===== src/rtl/mcycle_engine_pkg.sv =====
// Shared processor definitions for the multi-cycle multiply/divide engine:
// FSM state encoding and the MCycleOp operation encoding.
package mcycle_engine_pkg;

  typedef enum logic [1:0] {
    IDLE    = 2'd0,
    COMPUTE = 2'd1,
    DONE    = 2'd2
  } mcState_t;

  typedef enum logic {
    MUL = 1'b0,
    DIV = 1'b1
  } mcOp_t;

endpackage


===== src/rtl/mcycle_engine_if.sv =====
// Request/result bundle between the control unit (master) and the
// multi-cycle engine (slave).
interface mcycle_engine_if #(
  parameter int WIDTH = 32
);
  logic             Start;
  logic             MCycleOp;
  logic [WIDTH-1:0] Operand1;
  logic [WIDTH-1:0] Operand2;
  logic [WIDTH-1:0] Result1;
  logic [WIDTH-1:0] Result2;
  logic             Busy;
  logic             Done;

  modport master (
    output Start, MCycleOp, Operand1, Operand2,
    input  Result1, Result2, Busy, Done
  );

  modport slave (
    input  Start, MCycleOp, Operand1, Operand2,
    output Result1, Result2, Busy, Done
  );
endinterface


===== src/rtl/mcycle_engine.sv =====
// Multi-cycle unsigned multiply (shift-add) and divide (restoring) engine.
// One bit is processed per clock over a shared 2*WIDTH accumulator:
//   multiply: acc = {product high, multiplier/product low}
//   divide:   acc = {remainder, dividend/quotient}
module mcycle_engine
  import mcycle_engine_pkg::*;
#(
  parameter int WIDTH = 32
) (
  input  logic            CLK,
  input  logic            Reset,
  mcycle_engine_if.slave  bus
);

  localparam int CNT_W = $clog2(WIDTH) + 1;

  mcState_t           state;
  mcState_t           stateNext;
  logic               startAccept;
  logic               lastIter;
  logic [CNT_W-1:0]   iterCnt;
  mcOp_t              opReg;
  logic [WIDTH-1:0]   opB;
  logic [2*WIDTH-1:0] acc;
  logic [2*WIDTH-1:0] accNext;
  logic [2*WIDTH-1:0] mulNext;
  logic [2*WIDTH-1:0] divNext;
  logic [WIDTH:0]     mulSum;
  logic [WIDTH:0]     divShift;
  logic [WIDTH+1:0]   divDiff;
  logic               divBorrow;
  logic [WIDTH-1:0]   result1Reg;
  logic [WIDTH-1:0]   result2Reg;

  assign lastIter    = (iterCnt == CNT_W'(WIDTH - 1));
  assign bus.Busy    = (state == COMPUTE);
  assign bus.Done    = (state == DONE);
  assign bus.Result1 = result1Reg;
  assign bus.Result2 = result2Reg;

  // State register; reset aborts any operation in flight.
  always_ff @(posedge CLK or negedge Reset) begin
    if (!Reset) state <= IDLE;
    else        state <= stateNext;
  end

  // Next-state logic; a Start is only honoured when no operation is iterating.
  always_comb begin
    stateNext   = state;
    startAccept = 1'b0;
    case (state)
      IDLE: begin
        if (bus.Start) begin
          startAccept = 1'b1;
          stateNext   = COMPUTE;
        end
      end
      COMPUTE: begin
        if (lastIter) stateNext = DONE;
      end
      DONE: begin
        if (bus.Start) begin
          startAccept = 1'b1;
          stateNext   = COMPUTE;
        end else begin
          stateNext = IDLE;
        end
      end
      default: stateNext = IDLE;
    endcase
  end

  // One iteration step for each operation; a zero divisor never borrows,
  // which naturally yields an all-ones quotient and the dividend as remainder.
  // A real difference never reaches bit WIDTH, so bit WIDTH is only set by
  // the sign extension of a borrow.
  always_comb begin
    mulSum    = {1'b0, acc[2*WIDTH-1:WIDTH]} + (acc[0] ? {1'b0, opB} : {(WIDTH+1){1'b0}});
    mulNext   = {mulSum, acc[WIDTH-1:1]};
    divShift  = acc[2*WIDTH-1:WIDTH-1];
    divDiff   = {1'b0, divShift} - {2'b00, opB};
    divBorrow = divDiff[WIDTH+1] | divDiff[WIDTH];
    divNext   = divBorrow ? {divShift[WIDTH-1:0], acc[WIDTH-2:0], 1'b0}
                          : {divDiff[WIDTH-1:0], acc[WIDTH-2:0], 1'b1};
    accNext   = (opReg == DIV) ? divNext : mulNext;
  end

  // Operand capture, iteration and result registers; results only update on
  // the final iteration so they stay stable through DONE and afterwards.
  always_ff @(posedge CLK or negedge Reset) begin
    if (!Reset) begin
      acc        <= '0;
      opB        <= '0;
      opReg      <= MUL;
      iterCnt    <= '0;
      result1Reg <= '0;
      result2Reg <= '0;
    end else if (startAccept) begin
      opReg   <= mcOp_t'(bus.MCycleOp);
      iterCnt <= '0;
      if (bus.MCycleOp == DIV) begin
        acc <= {{WIDTH{1'b0}}, bus.Operand1};
        opB <= bus.Operand2;
      end else begin
        acc <= {{WIDTH{1'b0}}, bus.Operand2};
        opB <= bus.Operand1;
      end
    end else if (state == COMPUTE) begin
      acc     <= accNext;
      iterCnt <= iterCnt + CNT_W'(1);
      if (lastIter) begin
        result1Reg <= accNext[WIDTH-1:0];
        result2Reg <= accNext[2*WIDTH-1:WIDTH];
      end
    end
  end

endmodule


===== src/flat_wrapper.sv =====
// flat-port wrapper written by rule: the top's interface ports become plain ports
module mcycle_engine_flat import mcycle_engine_pkg::*;
#(
  parameter int WIDTH = 32
)
  (CLK, Reset, bus_Start, bus_MCycleOp, bus_Operand1, bus_Operand2, bus_Result1, bus_Result2, bus_Busy, bus_Done);
  mcycle_engine_if #(.WIDTH(WIDTH)) bus_i ();
  input  logic CLK;
  input  logic Reset;
  input wire logic [$bits(bus_i.Start)-1:0] bus_Start;
  input wire logic [$bits(bus_i.MCycleOp)-1:0] bus_MCycleOp;
  input wire logic [$bits(bus_i.Operand1)-1:0] bus_Operand1;
  input wire logic [$bits(bus_i.Operand2)-1:0] bus_Operand2;
  output wire logic [$bits(bus_i.Result1)-1:0] bus_Result1;
  output wire logic [$bits(bus_i.Result2)-1:0] bus_Result2;
  output wire logic [$bits(bus_i.Busy)-1:0] bus_Busy;
  output wire logic [$bits(bus_i.Done)-1:0] bus_Done;
  assign bus_i.Start = bus_Start;
  assign bus_i.MCycleOp = bus_MCycleOp;
  assign bus_i.Operand1 = bus_Operand1;
  assign bus_i.Operand2 = bus_Operand2;
  assign bus_Result1 = bus_i.Result1;
  assign bus_Result2 = bus_i.Result2;
  assign bus_Busy = bus_i.Busy;
  assign bus_Done = bus_i.Done;
  mcycle_engine #(.WIDTH(WIDTH)) u_core (.CLK(CLK), .Reset(Reset), .bus(bus_i));
endmodule

===== config.mk =====
export PLATFORM = sky130hd
export DESIGN_NAME = mcycle_engine_flat
export DESIGN_NICKNAME = d
export VERILOG_FILES = /design/src/rtl/mcycle_engine_pkg.sv /design/src/rtl/mcycle_engine_if.sv /design/src/rtl/mcycle_engine.sv /design/src/flat_wrapper.sv
export SDC_FILE = /design/constraint.sdc
export NUM_CORES = 1
export LEC_CHECK = 0
export BUFFER_PORTS_ARGS = -buffer_cell sky130_fd_sc_hd__buf_2
export CORE_MARGIN = 2
export CORE_UTILIZATION = 35
export DETAILED_ROUTE_END_ITERATION = 16
export PLACE_DENSITY = 0.51
export RECOVER_POWER = 50
export SLEW_MARGIN = 20
export SYNTH_ARGS = -nofsm -noshare
export SYNTH_HDL_FRONTEND = slang
export SYNTH_SLANG_ARGS = --single-unit

===== constraint.sdc =====
create_clock -name CLK -period 10.2 [get_ports CLK]
set_clock_uncertainty 0.15 [all_clocks]
set_input_delay 2.04 -clock CLK [delete_from_list [all_inputs] [get_ports CLK]]
set_output_delay 2.04 -clock CLK [all_outputs]
set_load 0.01 [all_outputs]

Yosys cells after proc, flatten, opt, wreduce, memory -nomap -nowiden

Cells that the tools add are included.

Add/sub/neg operators: 3
Equality and inequality tests: 5
Mux-type cells: 15
Bitwise gates (word level): 2
Reductions and logical operators: 5

Operator list:

| operator                                      | number |
|---|---|
| two-way mux 64 bit                            | 4 |
| two-way mux 32 bit                            | 3 |
| subtractor 33 x 32 -> 34 bit                  | 1 |
| adder 32 x 33 -> 33 bit                       | 1 |
| two-way mux 6 bit                             | 2 |
| adder 6 x 1 -> 6 bit, second input constant   | 1 |
| == test 6 x 5 -> 1 bit, second input constant | 1 |
| case mux 2 bit (3 select lines)               | 1 |
| two-way mux 2 bit                             | 2 |
| two-way mux 1 bit                             | 3 |
| AND reduction 3 bit                           | 1 |
| == test 2 x 1 -> 1 bit, second input constant | 1 |
| == test 2 bit, second input constant          | 1 |
| zero test 2 bit                               | 1 |
| != test 2 x 1 -> 1 bit, second input constant | 1 |
| != test 2 bit, second input constant          | 1 |
| AND reduction 2 bit                           | 1 |
| nonzero test 2 bit                            | 1 |
| OR reduction 2 bit                            | 1 |
| NOT 1 bit                                     | 1 |
| OR 1 bit                                      | 1 |

Bits in registers: 169
Input bits: 68
Output and inout bits: 66
Word-level logic and storage cells: 37

Longest topological paths before layout

Gate-level depths: netlist of run 1.

Word-level depth: 6
Depth in mapped cells: 15
Mapped depth without buffers: 13

Worst setup path before layout of run 1

No wires, ideal clock.

Path type: input port to flip-flop
Start point: input bus_MCycleOp
End point: register u_core.acc[6]
Library setup time: 0.146 ns
Arrival: 3.193 ns
Data required time: 9.904 ns
Slack: 6.711 ns
Stages: 4
Cells stage by stage: clkbuf_1 clkbuf_1 mux2i_1 o221ai_1

Cells in the longest elaborated chain, start to end: 2

Ends and longest elaborated chain:

| item                   | RTL line             | source |
|---|---|---|
| start: declaration     | flat_wrapper.sv:11   | `input wire logic [$bits(bus_i.MCycleOp)-1:0] bus_MCycleOp;` |
| two-way mux 32 bit     | mcycle_engine.sv:101 | `if (bus.MCycleOp == DIV) begin` |
| two-way mux 64 bit     | mcycle_engine.sv:98  | `end else if (startAccept) begin` |
| end signal: assignment | mcycle_engine.sv:102 | `acc <= {{WIDTH{1'b0}}, bus.Operand1};` |
| end signal: assignment | mcycle_engine.sv:105 | `acc <= {{WIDTH{1'b0}}, bus.Operand2};` |
| end signal: assignment | mcycle_engine.sv:109 | `acc <= accNext;` |
| end: declaration       | mcycle_engine.sv:24  | `logic [2*WIDTH-1:0] acc;` |

Every way passes these cells.
A chain may end at the register's enable or synchronous reset.

Worst setup path after layout of run 1

Start point: input bus_MCycleOp
End point: register u_core.opB[20]

Cells in the longest elaborated chain, start to end: 1

Ends and longest elaborated chain:

| item                   | RTL line             | source |
|---|---|---|
| two-way mux 32 bit     | mcycle_engine.sv:101 |  |
| end signal: assignment | mcycle_engine.sv:103 | `opB <= bus.Operand2;` |
| end signal: assignment | mcycle_engine.sv:106 | `opB <= bus.Operand1;` |
| end: declaration       | mcycle_engine.sv:23  | `logic [WIDTH-1:0] opB;` |

Every way passes these cells.

==> summary.md, run 1 <==
| Metric | Value |
|---|---|
| Status | finished, violations left |
| Failing checks | max-capacitance violations, max-slew violations |
| Die width | 191 um |
| Floorplan core area | 0.0344 mm^2 |
| Worst hold margin | 0.332 ns |
| Post-synth EDFFs | 0 |
| Dpl cells | 1935 |
| Tcrit/Tclk final | 0.619 |
| Fin util | 0.397 |
| Initial DRT Pass Iterations | 6 |
| Slew @ Worst Pin | 4.49 ns |
| Syn nets | 1558 |
| Top-count cell post-synth | dfrtp_1 |
| Most used DFF post-synth | dfrtp_1 |
| Residual DRC | 0 |
| Area growth from synthesis to layout | 12.1% |
| Synth Register Bits | 169 |
| Psw | 2.98 mW |
| Yosys top cell by area | dfrtp_1 |
| Cell internal pwr | 2.79 mW |
| Insertion delay to the later sink of the worst-skew pair | 0.45 ns |
| Wirelength per Cell | 20.2 um |
| Async set-reset flop share out of synthesis | 1.00 |
| Bufs on Longest Clock Path | 2 |
| Sequential cell fraction of total power | 0.236 |
| Crit path time final | 6.31 ns |
| Die H | 191 um |
| Setup crit end kind | register |
| Final net count | 1634 |
| Global-route wire length before repair | 63.1 mm |
| Die ar. | 0.0363 mm^2 |
| Reg clk slew, reported paths | 0.08 ns |
| Vias | 11215 |
| Final ANT Viol Nets | 0 |
| Post-synth cell types | 81 |
| Total gr overflow | 0 |
| Worst Path Max Fanout | 65 |
| Syn avg cell area | 8.56 um^2 |
| Share of cells above drive strength 1 | 0.107 |
| Synth Area in Adders | 0.0700 |
| Root Driver | clkbuf_16 |
| Final wirelength | 39.8 mm |
| RSZ-0062 raised after global routing | no |
| Share of the synthesized area in the top cell type | 0.347 |
| CTS resizes | 0 |
| Synth Area in Compound Gates | 0.237 |
| Initial antenna violation count | 3 |
| Post-DP Area | 0.0132 mm^2 |
| Hold buffers post-CTS | 0 |
| Post-synthesis simple-gate area fraction | 0.174 |
| GRT Util Overall | 0.223 |
| Finished Layout Cells | 1967 |
| Synth Warn # | 0 |
| Top post-synthesis cells by area | dfrtp_1 35%, mux2i_1 8.5%, ha_1 6.7% |
| Initial core utilization | 0.354 |
| Number of global-route vias before repair | 10948 |
| Hold Vio Cnt, Final | 0 |
| Cell count after synthesis | 1423 |
| Critical path type | in2reg |
| Fin Setup TNS | 0 ns |
| Sinks on Clock Net | 169 |
| H-tree depth | 4 |
| R2R setup slack | 4.73 ns |
| Proportion of synthesized area in mux cells | 0.0929 |
| Postcts setup bufs | 0 |
| Iter 0 DRT Violations | 709 |
| Mapped Area | 0.0122 mm^2 |
| RePlAce Congestion | 0.879 |
| Worst Path Required | 10.40 ns |
| Core Rows | 68 |
| Post-synth top cells | 169 x dfrtp_1, 168 x nand2_1, 143 x o21ai_0 |
| Rel. slew slack | -1.99 |
| Fmax | 158 MHz |
| Crit path launch type | input port |
| CTS tree | yes |
| Max Slew Vio Count | 227 |
| Clk network pwr share | 0.114 |
| Min-Delay Path Class | reg2reg |
| IO Pins | 134 |
| Port Buf Inserts | 133 |
| Finished Cell Area | 0.0137 mm^2 |
| Main combinational cell family by area after synthesis | compound AO/OA/AOI/OAI gates |
| Xor-xnor portion of the synthesized cell area | 0.0309 |
| Worst vdd ir | 0.193 mV |
| TritonCTS buffer count | 17 |
| Seq/Total Area, Yosys | 0.347 |
| Largest net degree at the start of global routing | 86 |
| Leak | 6.27 nW |
| Sw Ratio | 0.517 |
| Hpwl dp | 28.6 mm |
| Pwr Density | 422 mW/mm^2 |
| # setup viols final | 0 |
| Via density | 5.70 |
| Worst Path Arrival | 6.51 ns |
| Power share of the combinational group | 0.651 |
| Max_cap viols | 4 |
-- metrics by stage --
step / power (mW) / setup WS, ns
floorplan: 4.04 / 6.71
global placement: 5.06 / 5.88
detailed placement: 5.09 / 5.84
CTS: 5.77 / 5.63
global route: 6.27 / 3.53
finish: 5.76 / 3.89
-- cell type report --
| type | instances | area [um^2] |
|---|---|---|
| fill | 3605 | 20700 |
| multi-input combinational | 1112 | 7380 |
| sequential | 169 | 4230 |
| timing repair buffer | 147 | 698 |
| tap | 455 | 569 |
| clock buffer | 18 | 439 |
| inverter | 52 | 195 |
| clock inverter | 13 | 133 |
| antenna | 1 | 2.50 |
-- state kept, by name, summed over array words and instances (netlist names) --
signal / cells
u_core.acc: 64
u_core.bus.Result1: 32
u_core.bus.Result2: 32
u_core.opB: 32
u_core.iterCnt: 6
u_core.state: 2
u_core.opReg: 1
-- logic make-up after synthesis --
group | count (synthesis)
AND/OR/NAND/NOR | 447
AO/OA/AOI/OAI | 443
flip-flops | 169
buffers and inverters | 142
multiplexers | 112
adder cells (fa/ha/maj) | 67
XOR/XNOR | 43
-- worst max-delay path: stages --
cell and delay [ns]:
clkbuf_1 3.11, mux2i_1 0.96, o21ai_0 0.39
-- layer usage --
metal / vias up / routed length (um) / GRT usage
met5: - / 0 / 0
met4: 0 / 641 / 0.0566
met3: 44 / 1910 / 0.0370
met2: 304 / 18400 / 0.358
met1: 5524 / 18900 / 0.313
li1: 5343 / - / -
-- worst paths after layout --
path | start | end | cells past startpoint
max in group asynchronous | Reset | u_core.opReg | 3
hold reg to reg | u_core.bus.Result2[20] | u_core.bus.Result2[20] | 2
setup / recovery | bus_MCycleOp | u_core.opB[20] | 3
hold / removal | u_core.bus.Result2[20] | u_core.bus.Result2[20] | 2
setup reg to reg | u_core.state[0] | u_core.bus.Result1[12] | 4
min in group asynchronous | Reset | u_core.bus.Result1[10] | 1
-- placed cells by master (no fill, tap or decap), drive strengths merged, types with 5 or more instances in the layout --
cell type    n
nand2      171
dfrtp      169
o21ai      145
mux2i      103
buf         93
nor2        89
a21oi       87
clkbuf      72
ha          65
inv         58
and2        42
nand3       40
nor3        29
a21o        28
xnor2       23
o211ai      22
a31oi       22
o31ai       21
xor2        20
a211oi      20
and3        19
o221ai      13
o21a        11
nand4       11
mux2         9
nor2b        8
a311oi       8
a211o        8
nand2b       8
or3          8
a22o         6
clkinv       6
a22oi        5
a21boi       5
nor4         5
-- power groups by stage --
stage          Combinational, mW  Clock [mW]  Sequential [mW]
4_1_cts                     3.75       0.667             1.35
6_report                    3.75       0.654             1.36
3_3_place_gp                3.69           0             1.37
5_1_grt                     4.18       0.696             1.40
2_1_floorplan               2.81           0             1.22
3_5_place_dp                3.73           0             1.36
Note: power is estimated with default switching activity, not from simulation.
==> run 2, diff against run 1 <==
--- a/config.mk
+++ b/config.mk
@@ -5,6 +5,7 @@
 export SDC_FILE = /design/constraint.sdc
 export NUM_CORES = 1
 export LEC_CHECK = 0
+export ABC_AREA = 1
 export BUFFER_PORTS_ARGS = -buffer_cell sky130_fd_sc_hd__buf_2
 export CORE_MARGIN = 2
 export CORE_UTILIZATION = 35
==> constraint.sdc (replaced) <==
create_clock -name CLK -period 6.5 [get_ports CLK]
set_clock_uncertainty 0.15 [all_clocks]
set_input_delay 1.3 -clock CLK [delete_from_list [all_inputs] [get_ports CLK]]
set_output_delay 1.3 -clock CLK [all_outputs]
set_load 0.01 [all_outputs]
==> run 2 against run 1 <==
The run still ends with max-capacitance violations, max-slew violations left. Cell area is 6.8% higher. First-iteration DRC count is 44% higher. Clock power is 61% higher. Wire length is 15% higher. Power is 61% lower. Highest routed layer unchanged.
==> summary.md, run 2 <==
| Metric | Value |
|---|---|
| Initial antenna violation count | 1 (-2) |
| Global-route wire length before repair | 72.3 mm (+15%) |
| Fin Setup TNS | 0 ns (unchanged) |
| Top-count cell post-synth | nand2_1 |
| Hpwl dp | 35.4 mm (+24%) |
| Async set-reset flop share out of synthesis | 1.00 (unchanged) |
| Number of global-route vias before repair | 12654 (+16%) |
| Crit path time final | 4.45 ns |
| Area growth from synthesis to layout | 11.1% |
| Core Rows | 70 (+2.9%) |
| Crit path launch type | input port |
| Post-place setup slack | 2.81 ns (-3.03 ns) |
| Max Slew Vio Count | 196 (-14%) |
| GRT Util Overall | 0.241 (+0.0177) |
| Port Buf Inserts | 133 (unchanged) |
| Min-Delay Path Class | reg2reg |
| Syn nets | 2083 (+34%) |
| Final net count | 2170 (+33%) |
| H-tree depth | 4 (unchanged) |
| Fmax | 225 MHz |
| Iter 0 DRT Violations | 1024 (+44%) |
| Post-synth EDFFs | 0 (unchanged) |
| Insertion delay to the later sink of the worst-skew pair | 0.45 ns (about the same) |
| Total gr overflow | 0 (unchanged) |
| Hold Startpoint | u_core.bus.Result2[20] |
| Die H | 198 um (+3.7%) |
| TritonCTS buffer count | 17 (unchanged) |
| Finished Cell Area | 0.0146 mm^2 (+6.8%) |
| Status | finished, violations left |
| Initial core utilization | 0.357 (+0.00226) |
| Hold Vio Cnt, Final | 0 (unchanged) |
| Pwr Total | 2.25 mW (-61%) |
| Setup WS post-layout | 2.05 ns (-1.84 ns) |
| Hold path depth | 2 (unchanged) |
| Final wirelength | 45.7 mm (+15%) |
| Via density | 5.15 (-9.7%) |
| Floorplan core area | 0.0368 mm^2 (+7.0%) |
| Post-synth top cells | 641 x nand2_1, 247 x inv_1, 218 x o21ai_0 |
| Setup crit end kind | register |
| Die width | 198 um (+3.7%) |
| Synth Warn # | 0 (unchanged) |
| Post-synth cell types | 45 (-44%) |
| Commonest cells after routing, fill and taps aside | 641 x nand2_1, 245 x inv_1, 218 x o21ai_0, 168 x dfrtp_1, 132 x buf_2 |
| Slew @ Worst Pin | 2.74 ns (-1.75 ns) |
| Leak | 7.86 nW (+25%) |
| Pwr Density | 154 mW/mm^2 (-64%) |
| CTS resizes | 0 (unchanged) |
| Share of the synthesized area in the top cell type | 0.322 (-0.0248) |
| Vias | 12960 (+16%) |
| Top post-synthesis cells by area | dfrtp_1 32%, nand2_1 18%, o21ai_0 8.3% |
| Multi-input gate area | 0.00746 mm^2 (+1.1%) |
| Top reg by flops | u_core.acc |
| Worst Hold Path EP | u_core.bus.Result2[20] |
| Commonest non-fill, non-tap cell in the layout | nand2_1 |
| Tcrit/Tclk final | 0.684 |
| Root Driver | clkbuf_16 |
| Worst Path Arrival | 4.64 ns (-1.87 ns) |
| Max_cap viols | 4 (unchanged) |
| Mapped Area | 0.0131 mm^2 (+7.7%) |
| Post-DP Area | 0.0140 mm^2 (+6.5%) |
| FF-to-FF End | u_core.bus.Result1[11] |
| IO Pins | 134 (unchanged) |
| Sequential cell area | 0.00423 mm^2 (unchanged) |
| RePlAce Congestion | 0.930 (+5.7%) |
| Worst Path Max Fanout | 47 (-28%) |
| Postcts setup bufs | 0 (unchanged) |
| R2R setup slack | 2.41 ns (-2.32 ns) |
| CTS tree | yes |
| Reg clk slew, reported paths | 0.07 ns (about the same) |
| # setup viols final | 0 (unchanged) |
| Worst r2r src | u_core.state[0] |
| Cell count after synthesis | 1948 (+37%) |
| Critical path type | in2reg |
| Syn avg cell area | 6.74 um^2 (-21%) |
| Largest register FFs | 64 (unchanged) |
| Sinks on Clock Net | 169 (unchanged) |
| Inserted Diodes | 0 (-1) |
| Seq/Total Area, Yosys | 0.322 (-0.0248) |
| Hold buffers post-CTS | 0 (unchanged) |
| Synth Register Bits | 169 (unchanged) |
| Die ar. | 0.0391 mm^2 (+7.5%) |
| Yosys top cell by area | dfrtp_1 |
| Largest net degree at the start of global routing | 74 (-14%) |
| Failing checks | max-capacitance violations, max-slew violations |
| Rel. slew slack | -0.827 (+1.17) |
| Worst vdd ir | 0.185 mV (-3.9%) |
| Residual DRC | 0 (unchanged) |
| Share of cells above drive strength 1 | 0.126 (+0.0194) |
| Wirelength per Cell | 18.2 um (-10%) |
| Final ANT Viol Nets | 0 (unchanged) |
| Worst Path Required | 6.69 ns (-3.71 ns) |
| Most used DFF post-synth | dfrtp_1 |
| RSZ-0062 raised after global routing | no |
| Bufs on Longest Clock Path | 2 (unchanged) |
| R2R cell count | 8 (+4) |
| Initial DRT Pass Iterations | 7 (+1) |
| Filler Cells Inserted | 3957 (+9.8%) |
## run 2: changes by cell type after synthesis, sizes merged, moves of 22 or more
cell	change
a21o	-22
a21oi	+32
and2	-41
inv	+199
mux2i	-103
nand2	+479
nand3	+119
nor2	+32
o21ai	+73
## run 2: kinds of logic (layout without fill, tap and decap cells)
| group | count (synthesis) | in the layout | synth area share |
|---|---|---|---|
| xor gates and xnor gates | 20 | 20 | 0.0133 |
| adders and majority gates | 67 | 67 | 0.0650 |
| AOI/OAI and AO/OA | 393 | 393 | 0.162 |
| DFF | 169 | 169 | 0.322 |
| buffers and inverters | 333 | 433 | 0.109 |
| and+or+nand+nor | 966 | 966 | 0.329 |
## run 2: worst max-delay path, stage by stage
cell,delay (ns)
buf_2,0.09
nand2_1,0.05
clkbuf_1,1.54
inv_2,0.13
nor3_4,0.74
inv_2,0.49
nand2_1,0.17
nand2_1,0.06
## run 2: metrics by stage
| stage | utilization | hold slack [ns] | cells |
|---|---|---|---|
| 5_1_grt | 0.396 | 0.343 | 2516 |
| 4_1_cts | 0.397 | 0.328 | 2516 |
| 3_3_place_gp | 0.381 | 0.311 | 2484 |
| 6_report | 0.396 | 0.324 | 2516 |
| 2_1_floorplan | - | 0.310 | 1948 |
| 3_5_place_dp | 0.381 | 0.310 | 2484 |
## run 2: worst max path at each step
stage               slack, ns                endpoint      startpoint  cells after the start
floorplan                3.84   u_core.bus.Result1[0]       bus_Start                      8
global placement         2.86   u_core.bus.Result2[0]       bus_Start                      8
detailed placement       2.81   u_core.bus.Result2[0]       bus_Start                      8
CTS                      2.87   u_core.bus.Result2[0]  u_core.acc[31]                     18
global route             1.76  u_core.bus.Result2[21]       bus_Start                      8
finish                   2.05   u_core.bus.Result2[2]       bus_Start                      8
## run 2: cell type report
cell class              count  share of cell area
multi-input cells        1446               0.512
inverters                 253              0.0651
clock inverters            10             0.00755
well taps                 468              0.0402
repair buffers            148              0.0527
clock buffers              22              0.0325
flip-flops and latches    169               0.290
## run 2: where the power goes
| group | internal, mW | switching (mW) |
|---|---|---|
| Clock | 0.567 | 0.482 |
| Combinational | 0.0448 | 0.0971 |
| Sequential | 1.06 | 0 |
## run 2: layer usage
layer	up-vias	track usage	share of wire
met5	-	0	0
met4	0	0.0766	0.022
met3	58	0.0318	0.056
met2	400	0.372	0.43
met1	6036	0.348	0.49
li1	6466	-	-
==> run 3, diff against run 2 <==
==> constraint.sdc (replaced) <==
create_clock -name CLK -period 4.45 [get_ports CLK]
set_clock_uncertainty 0.15 [all_clocks]
set_input_delay 0.89 -clock CLK [delete_from_list [all_inputs] [get_ports CLK]]
set_output_delay 0.89 -clock CLK [all_outputs]
set_load 0.01 [all_outputs]
==> run 3 against run 2 <==
The flow still finishes with violations (max-capacitance violations, max-slew violations). Power rose by 48%. Sequential power rose by 45%. Final cell count rose by 0.16%. Utilization barely moved. Sequential share of layout area barely moved. Cell area barely moved. Clock power rose by 50%. Die area did not move. Largest power group is now the clock network.
==> summary.md, run 3 (same netlist as run 2, synthesis figures left out) <==
| Metric | Value |
|---|---|
| Status | finished, violations left |
| Failing checks | max-capacitance violations, max-slew violations |
| RSZ-0062 raised after global routing | no |
| Largest register FFs | 64 (unchanged) |
| Critical Path Source | Reset |
| Setup crit end kind | async pin |
| TritonCTS buffer count | 17 (unchanged) |
| Initial DRT Pass Iterations | 6 (-1) |
| Initial core utilization | 0.357 (unchanged) |
| Fin Setup TNS | 0 ns (unchanged) |
| H-tree depth | 4 (unchanged) |
| Crit path to | u_core.acc[61] |
| Worst Path Arrival | 3.58 ns (-1.06 ns) |
| GRT Util Overall | 0.243 (+0.00178) |
| Initial antenna violation count | 1 (unchanged) |
| CTS tree | yes |
| Commonest non-fill, non-tap cell in the layout | nand2_1 |
| Via density | 5.15 (about the same) |
| Worst vdd ir | 0.276 mV (+49%) |
| Fin util | 0.396 (about the same) |
| Hold path depth | 2 (unchanged) |
| Postcts setup bufs | 0 (unchanged) |
| Inserted Diodes | 0 (unchanged) |
| Tcrit/Tclk final | 0.763 |
| Area growth from synthesis to layout | 11.1% (about the same) |
| FF-to-FF End | u_core.acc[60] |
| RePlAce Congestion | 0.915 (-1.6%) |
| Final wirelength | 46.1 mm (+0.86%) |
| Vias | 12972 (+0.093%) |
| Slowest stage delay, CP | 1.39 ns (-0.15 ns) |
| Worst Path Required | 4.64 ns (-2.05 ns) |
| IO Pins | 134 (unchanged) |
| Worst r2r src | u_core.acc[0] |
| R2R setup slack | 1.09 ns (-1.32 ns) |
| Top reg by flops | u_core.acc |
| Iter 0 DRT Violations | 973 (-5.0%) |
| Reg clk slew, reported paths | 0.07 ns (about the same) |
| Share of cells above drive strength 1 | 0.116 (-0.00999) |
| Crit path time final | 3.39 ns |
| Rel. slew slack | -0.420 (+0.407) |
| Slew @ Worst Pin | 2.13 ns (-0.610 ns) |
| Most used cell, CP | clkbuf_2 |
| Final net count | 2174 (+0.18%) |
| Hpwl dp | 35.6 mm (+0.48%) |
| Largest delay share family, worst path | buffers and inverters |
| Finished Layout Cells | 2520 (+0.16%) |
| Max_cap viols | 3 (-1) |
| Die ar. | 0.0391 mm^2 (unchanged) |
| Root Driver | clkbuf_16 |
| Post-DP Area | 0.0141 mm^2 (+0.30%) |
| Largest net degree at the start of global routing | 79 (+6.8%) |
| Fmax | 295 MHz |
| Leak | 7.81 nW (-0.61%) |
| R2R cell count | 12 (+4) |
| Max Slew Vio Count | 167 (-15%) |
| Hold Vio Cnt, Final | 0 (unchanged) |
| CP Cell Sequence | clkbuf_2, clkbuf_2 |
| Residual DRC | 0 (unchanged) |
| Die H | 198 um (unchanged) |
| Hold buffers post-CTS | 0 (unchanged) |
| Total gr overflow | 0 (unchanged) |
| Worst Path Max Fanout | 78 (+66%) |
| Final ANT Viol Nets | 0 (unchanged) |
| Wirelength per Cell | 18.3 um (+0.70%) |
| Bufs on Longest Clock Path | 2 (unchanged) |
| Sinks on Clock Net | 169 (unchanged) |
| CTS resizes | 0 (unchanged) |
| Die width | 198 um (unchanged) |
| Pwr Density | 228 mW/mm^2 (+48%) |
| # setup viols final | 0 (unchanged) |
| Port Buf Inserts | 133 (unchanged) |
| Floorplan core area | 0.0368 mm^2 (unchanged) |
| Finished Cell Area | 0.0146 mm^2 (about the same) |
| Number of global-route vias before repair | 12550 (-0.82%) |
| Global-route wire length before repair | 72.2 mm (-0.20%) |
| Insertion delay to the later sink of the worst-skew pair | 0.47 ns (+0.02 ns) |
| Crit path launch type | input port |
| CP bufs+invs | 2 (-2) |
| Dpl cells | 2488 (+0.16%) |
| Core Rows | 70 (unchanged) |
| Min-Delay Path Class | reg2reg |
| CP max stage cell | clkbuf_2 |
| Critical path type | in2async |
| Commonest cells after routing, fill and taps aside | 641 x nand2_1, 245 x inv_1, 218 x o21ai_0, 168 x dfrtp_1, 117 x a21oi_1 |
| Crit path depth | 2 (-6) |
[run 3: worst min path at each step]
stage / start / end / slack, ns
3_3_place_gp: u_core.bus.Result2[14] / u_core.bus.Result2[14] / 0.31
6_report: u_core.bus.Result2[13] / u_core.bus.Result2[13] / 0.33
3_5_place_dp: u_core.bus.Result2[14] / u_core.bus.Result2[14] / 0.31
2_1_floorplan: u_core.iterCnt[5] / u_core.iterCnt[5] / 0.31
5_1_grt: u_core.bus.Result2[14] / u_core.bus.Result2[14] / 0.35
4_1_cts: Reset / u_core.bus.Result2[6] / 0.31
[run 3: per-stage QoR]
step | hold slack (ns) | power, mW | setup WS (ns)
2_1_floorplan | 0.310 | 1.67 | 1.94
3_3_place_gp | 0.308 | 1.78 | 1.10
3_5_place_dp | 0.310 | 1.79 | 1.12
4_1_cts | 0.314 | 3.37 | 1.09
5_1_grt | 0.346 | 3.46 | 0.419
6_report | 0.329 | 3.33 | 1.06
[run 3: power breakdown]
group	total (mW)	internal, mW	switching, mW
logic	0.211	0.0649	0.146
registers	1.54	1.54	0
clock network	1.58	0.804	0.772
[run 3: final cells by class]
class	instances	area (um^2)
inverters	253	950
fillers	4062	22200
repair buffers	152	754
flip-flops and latches	169	4230
multi-input cells	1446	7460
clock inverters	15	175
clock buffers	17	425
well taps	468	586
[run 3: layer usage]
metal | track usage | up-vias | share of wire
met4 | 0.0632 | 2 | 0.018
met1 | 0.348 | 6064 | 0.48
li1 | - | 6491 | -
met2 | 0.381 | 375 | 0.44
met3 | 0.0369 | 40 | 0.054
met5 | 0 | - | 0.00028
